===== src/rtl/conv_sequencer.sv =====
// Top-level sequencer for the convolution datapath.
// The stages run in a fixed order: capture, send, the enabled engines (PE, SA_3x3, SA_2x2),
// then display. Each waiting stage has a timeout. The sequencer records each engine's latency
// and checks that every enabled engine returns the same 2x2 result.
module conv_sequencer #(
    parameter int unsigned TIMEOUT = 64,
    parameter int unsigned CNT_W   = 8
) (
    input  logic             clk,
    input  logic             reset,
    input  logic             run,
    input  logic [2:0]       mode_mask,
    input  logic             display_ack,
    input  logic             clear,
    input  logic             done_capture,
    input  logic             done_send,
    input  logic             done_PE,
    input  logic             done_SA_3x3,
    input  logic             done_SA_2x2,
    input  logic [7:0]       c11,
    input  logic [7:0]       c12,
    input  logic [7:0]       c21,
    input  logic [7:0]       c22,
    output logic             state_idle,
    output logic             state_capture,
    output logic             state_send,
    output logic             state_PE,
    output logic             state_SA_3x3,
    output logic             state_SA_2x2,
    output logic             state_display,
    output logic [2:0]       current_state,
    output logic             busy,
    output logic             done,
    output logic [1:0]       error_code,
    output logic             mismatch,
    output logic [CNT_W-1:0] cycles_PE,
    output logic [CNT_W-1:0] cycles_3x3,
    output logic [CNT_W-1:0] cycles_2x2
);

    typedef enum logic [2:0] {
        StIdle    = 3'd0,
        StCapture = 3'd1,
        StSend    = 3'd2,
        StPe      = 3'd3,
        StSa3     = 3'd4,
        StSa2     = 3'd5,
        StDisplay = 3'd6,
        StError   = 3'd7
    } state_e;

    state_e           state_q, state_d;
    logic [2:0]       mask_q, mask_d;
    logic [CNT_W-1:0] cnt_q, cnt_d;
    logic [31:0]      ref_q, ref_d;
    logic             mismatch_q, mismatch_d;
    logic [1:0]       err_q, err_d;
    logic [CNT_W-1:0] cyc_pe_q, cyc_pe_d;
    logic [CNT_W-1:0] cyc_3_q, cyc_3_d;
    logic [CNT_W-1:0] cyc_2_q, cyc_2_d;
    logic             done_q, done_d;

    logic [31:0] result;
    logic        timed_out;
    state_e      nxt_after_sa3, nxt_after_pe, nxt_after_send;

    assign result    = {c11, c12, c21, c22};
    assign timed_out = (cnt_q >= CNT_W'(TIMEOUT));

    // Next enabled engine after each point in the chain
    always_comb begin
        nxt_after_sa3  = mask_q[2] ? StSa2 : StDisplay;
        nxt_after_pe   = mask_q[1] ? StSa3 : nxt_after_sa3;
        nxt_after_send = mask_q[0] ? StPe  : nxt_after_pe;
    end

    // Next-state, timeout, latency latching and result cross-check
    always_comb begin
        logic waiting;
        logic stage_done;
        logic eng_done;
        logic first_eng;

        state_d    = state_q;
        mask_d     = mask_q;
        ref_d      = ref_q;
        mismatch_d = mismatch_q;
        err_d      = err_q;
        cyc_pe_d   = cyc_pe_q;
        cyc_3_d    = cyc_3_q;
        cyc_2_d    = cyc_2_q;
        waiting    = 1'b0;
        stage_done = 1'b0;
        eng_done   = 1'b0;
        first_eng  = 1'b0;

        unique case (state_q)
            StIdle: begin
                if (run) begin
                    mask_d     = mode_mask;
                    mismatch_d = 1'b0;
                    err_d      = 2'b00;
                    cyc_pe_d   = '0;
                    cyc_3_d    = '0;
                    cyc_2_d    = '0;
                    if (mode_mask == 3'b000) begin
                        state_d = StError;
                        err_d   = 2'b01;
                    end else begin
                        state_d = StCapture;
                    end
                end
            end
            StCapture: begin
                waiting    = 1'b1;
                stage_done = done_capture;
                if (done_capture) state_d = StSend;
            end
            StSend: begin
                waiting    = 1'b1;
                stage_done = done_send;
                if (done_send) state_d = nxt_after_send;
            end
            StPe: begin
                waiting    = 1'b1;
                stage_done = done_PE;
                first_eng  = 1'b1;
                if (done_PE) begin
                    cyc_pe_d = cnt_q;
                    eng_done = 1'b1;
                    state_d  = nxt_after_pe;
                end
            end
            StSa3: begin
                waiting    = 1'b1;
                stage_done = done_SA_3x3;
                first_eng  = ~mask_q[0];
                if (done_SA_3x3) begin
                    cyc_3_d  = cnt_q;
                    eng_done = 1'b1;
                    state_d  = nxt_after_sa3;
                end
            end
            StSa2: begin
                waiting    = 1'b1;
                stage_done = done_SA_2x2;
                first_eng  = (mask_q[1:0] == 2'b00);
                if (done_SA_2x2) begin
                    cyc_2_d  = cnt_q;
                    eng_done = 1'b1;
                    state_d  = StDisplay;
                end
            end
            StDisplay: begin
                if (display_ack) state_d = StIdle;
            end
            StError: begin
                if (clear) begin
                    state_d = StIdle;
                    err_d   = 2'b00;
                end
            end
        endcase

        // A done arriving in the timeout cycle still wins
        if (waiting && !stage_done && timed_out) begin
            state_d = StError;
            err_d   = 2'b10;
        end

        if (eng_done) begin
            if (first_eng) begin
                ref_d = result;
            end else if (result != ref_q) begin
                mismatch_d = 1'b1;
            end
        end

        // Stage counter: 1 in the first cycle of every state, saturating
        if (state_d != state_q) begin
            cnt_d = CNT_W'(1);
        end else if (cnt_q == '1) begin
            cnt_d = cnt_q;
        end else begin
            cnt_d = cnt_q + 1'b1;
        end

        done_d = (state_d == StDisplay) && (state_q != StDisplay);
    end

    // State and datapath registers
    always_ff @(posedge clk or negedge reset) begin
        if (!reset) begin
            state_q    <= StIdle;
            mask_q     <= '0;
            cnt_q      <= '0;
            ref_q      <= '0;
            mismatch_q <= 1'b0;
            err_q      <= 2'b00;
            cyc_pe_q   <= '0;
            cyc_3_q    <= '0;
            cyc_2_q    <= '0;
            done_q     <= 1'b0;
        end else begin
            state_q    <= state_d;
            mask_q     <= mask_d;
            cnt_q      <= cnt_d;
            ref_q      <= ref_d;
            mismatch_q <= mismatch_d;
            err_q      <= err_d;
            cyc_pe_q   <= cyc_pe_d;
            cyc_3_q    <= cyc_3_d;
            cyc_2_q    <= cyc_2_d;
            done_q     <= done_d;
        end
    end

    // Outputs decoded straight from registers
    always_comb begin
        state_idle    = (state_q == StIdle);
        state_capture = (state_q == StCapture);
        state_send    = (state_q == StSend);
        state_PE      = (state_q == StPe);
        state_SA_3x3  = (state_q == StSa3);
        state_SA_2x2  = (state_q == StSa2);
        state_display = (state_q == StDisplay);
        current_state = state_q;
        busy          = (state_q inside {StCapture, StSend, StPe, StSa3, StSa2});
        done          = done_q;
        error_code    = err_q;
        mismatch      = mismatch_q;
        cycles_PE     = cyc_pe_q;
        cycles_3x3    = cyc_3_q;
        cycles_2x2    = cyc_2_q;
    end

endmodule

===== config.mk =====
export PLATFORM = sky130hd
export DESIGN_NAME = conv_sequencer
export DESIGN_NICKNAME = d
export VERILOG_FILES = /design/src/rtl/conv_sequencer.sv
export SDC_FILE = /design/constraint.sdc
export NUM_CORES = 1
export LEC_CHECK = 0
export ABC_AREA = 1
export BUFFER_PORTS_ARGS = -buffer_cell sky130_fd_sc_hd__buf_4
export CAP_MARGIN = 15
export CORE_MARGIN = 3
export CORE_UTILIZATION = 50
export CTS_BUF_LIST = sky130_fd_sc_hd__clkbuf_4
export CTS_CLUSTER_DIAMETER = 150
export DETAILED_ROUTE_END_ITERATION = 16
export PLACE_DENSITY = 0.78
export SLEW_MARGIN = 25
export SYNTH_ARGS = -nofsm -noshare
export SYNTH_HDL_FRONTEND = slang
export SYNTH_SLANG_ARGS = --single-unit
export TNS_END_PERCENT = 20

===== constraint.sdc =====
create_clock -name clk -period 2.5 [get_ports clk]
set_input_delay 0.25 -clock clk [delete_from_list [all_inputs] [get_ports clk]]
set_output_delay 0.25 -clock clk [all_outputs]
set_load 0.01 [all_outputs]

==> impl_metrics.py <==
metrics = {
    "logic_synthesis": {
        "yosys.area_share.xor_xnor_pct": 4.578,
        "synth_edf_count": 0,
        "avgSynthCellArea_um2": 8.530,
        "synth_nets": 521,
        "synth_mux_area_share_pct": 6.540,
        "synth_top_family_by_area": "simple AND/OR/NAND/NOR gates",
        "synth_top_area_cell": "dfrtp_1",
        "synth_top_area_share_pct": 46.09,
        "synth_area_leaders": "dfrtp_1, nand2_1, nand3_1",
        "yosys.area_share.simple_pct": 29.59,
        "synthAdderAreaFrac_pct": 1.557,
        "synthArstFlopShare_pct": 100.0,
        "synth-seq-cells": 74,
        "ys.warnings.count": 0,
        "syn_area_mm2": 0.004018,
        "ys_seq_area_share_pct": 46.09,
        "synth_compound_gate_area_share_pct": 4.422,
        "synth_cell_types": 36,
        "synthFlopType": "dfrtp_1",
        "syn_inst": 471,
    },
    "pwr": {
        "leakagePower_uw": 0.002655,
        "ir_drop_uv": 824.5,
        "p_per_area_mw_per_mm2": 957.6,
    },
    "floorplanning": {
        "die_x_um": 95.64,
        "pin_count": 84,
        "die_area_mm2": 0.009147,
        "core_area_mm2": 0.007767,
        "rows": 32,
        "die_h_um": 95.64,
        "initial_core_util_pct": 51.72,
    },
    "layout": {
        "utilization_pct": 62.97,
        "fill_cells": 675,
        "n_antenna_cell": 0,
        "final_common_cell": "nand2_1",
        "layout-drive-gt1-share_pct": 26.51,
        "syn2layout_area_growth_pct": 21.74,
        "nNetsFinal": 608,
        "layout_common_cells": "nand2_1, buf_4, dfrtp_1",
    },
    "detailed_routing": {
        "first_pass_iters": 5,
        "finalWirelength_um": 9304,
        "drt_iter0_markers": 171,
        "drc": 0,
        "vias": 3485,
        "post_drt_wl_per_cell_um": 14.01,
        "viasPerCell": 5.248,
        "ant_nets": 0,
    },
    "global_route": {
        "overflow": 0,
        "grt_pass1_wl_um": 15260,
        "grt_pass1_vias": 3325,
        "grt_antenna_before_repair": 0,
        "grt.total_usage_pct": 21.41,
        "grt_max_degree": 75,
    },
    "sta": {
        "clock.fmax_mhz": 442.7,
        "setup_tns_ps": 0,
        "finalHoldViolCount": 0,
        "finalClockSkew_ps": 7.833,
        "finalMaxSlewViolations": 0,
        "period_needed_ps": 2259,
        "rsz0062_at_grt": "false",
        "worst_slew_pin_slew_ps": 935.4,
        "finalSetupViolations": 0,
        "period_share_pct": 90.35,
        "maxSlewHeadroom_pct": 37.64,
    },
    "setup_path": {
        "path_max_fanout": 44,
        "crit_slowest_cell": "dfrtp_1",
        "crit_arrival_ps": 2540,
        "required_ps": 2790,
        "cp-end-kind": "register",
        "slowest_delay_ps": 560,
        "cpLargestDelayFamily": "simple AND/OR/NAND/NOR gates",
        "path_cells": "nor2_2 > nand3_2 > nand3_1 > nand2_1 > nor2_8 > buf_12 > mux2_1",
        "startpoint_type": "register",
        "critical_path_class": "reg2reg",
        "worst-path-buf-inv": 1,
    },
    "placement": {
        "gp_congestion": 0.8946,
        "port-buffer-count": 83,
        "hpwl_um": 6799,
    },
    "status": {
        "status": "finished clean",
    },
    "clock_network": {
        "cts.clk_slew.worst_paths_ps": 120,
        "clockBufferDepth": 2,
        "htreeDepth": 3,
        "clock_sinks": 74,
        "cts_tree": "yes",
        "numCtsBuffers": 9,
        "root_buffer": "clkbuf_4",
        "clk_latency_ps": 410,
    },
    "hold_path": {
        "hold_class": "in2reg",
    },
    "job": {
        "cap_violations": 0,
    },
}
[per-layer routing]
layer | share of wire, % | GRT usage (%) | up-vias
met2 | 49 | 35.50 | 113
met4 | 0.33 | 5.687 | 0
met1 | 43 | 28.35 | 1660
li1 | - | - | 1710
met3 | 7.0 | 4.736 | 2
met5 | 0 | 0 | -
[synthesized netlist by cell type (5+ instances only)]
| master | instances |
|---|---|
| clkbuf_1 | 5 |
| dfrtp_1 | 74 |
| ha_1 | 5 |
| inv_1 | 39 |
| mux2_1 | 6 |
| mux2_4 | 10 |
| nand2_1 | 114 |
| nand2_2 | 6 |
| nand3_1 | 65 |
| nand4_1 | 12 |
| nor2_1 | 38 |
| nor3_1 | 7 |
| o21ai_0 | 20 |
| or2_2 | 9 |
| xnor2_1 | 8 |
| xor2_1 | 13 |
[path summary, 6_finish.rpt]
kind	from	endpoint	slack, ps	cells past startpoint
setup / recovery	current_state[0]	ref_q[29]	240	7
hold / removal	mode_mask[1]	mask_q[1]	50	3
setup reg to reg	current_state[0]	ref_q[29]	240	7
hold reg to reg	error_code[0]	error_code[0]	490	2
max in group asynchronous	reset	current_state[1]	1320	2
min in group asynchronous	reset	ref_q[31]	520	2
[flip-flops by register name (all words and copies together) (netlist names)]
signal / cells
cycles_3x3: 8
cnt_q: 8
mask_q: 3
cycles_PE: 8
mismatch: 1
done: 1
ref_q: 32
current_state: 3
error_code: 2
cycles_2x2: 8
[tightest hold or removal path: stages]
cell and delay, ps:
buf_4 80, nand2_1 40, o21ai_0 50
[final cells by class]
cell class,instances,area (um^2),area share (%)
clock buffer,10,75.07,1.535
clock inverter,5,78.83,1.612
inverter,44,167.7,3.428
multi-input combinational,336,1876,38.35
sequential,74,1853,37.89
tap,102,127.6,2.609
timing repair buffer,93,713.2,14.58
[through the flow]
stage	instance area [um^2]	std cells	power [uW]	worst slack, ps	hold slack [ps]
4_1_cts	4890	664	4709	266.0	29.35
6_report	4891	664	4684	241.4	53.42
5_1_grt	4891	664	5067	115.8	30.83
2_1_floorplan	4018	471	3255	490.2	-45.59
3_5_place_dp	4726	648	3869	278.8	455.8
3_3_place_gp	4726	648	3809	331.7	441.4
[where the power goes]
group	switching, uW	leakage (uW)	internal, uW
combinational	1210	0.00161	865
clock	421	0.0000866	413
sequential	276	0.000956	1500
total	1910	0.00266	2780
[timing repair]
action | in CTS | in global routing
hold endpoints to repair | 22 | 0
endpoints found under the setup margin | 0 | 6
gates resized for setup | 0 | 1
setup buffers | 0 | 0
hold buffers | 1 | 0
[cell families (layout without fill, tap and decap cells)]
| family | Yosys count | in the layout |
|---|---|---|
| fa+ha+maj | 5 | 5 |
| simple gates | 259 | 259 |
| flops | 74 | 74 |
| compound gates | 31 | 31 |
| mux | 20 | 20 |
| xor+xnor | 21 | 21 |
| buf+inv | 61 | 152 |
(Power assumes the default switching activity.)
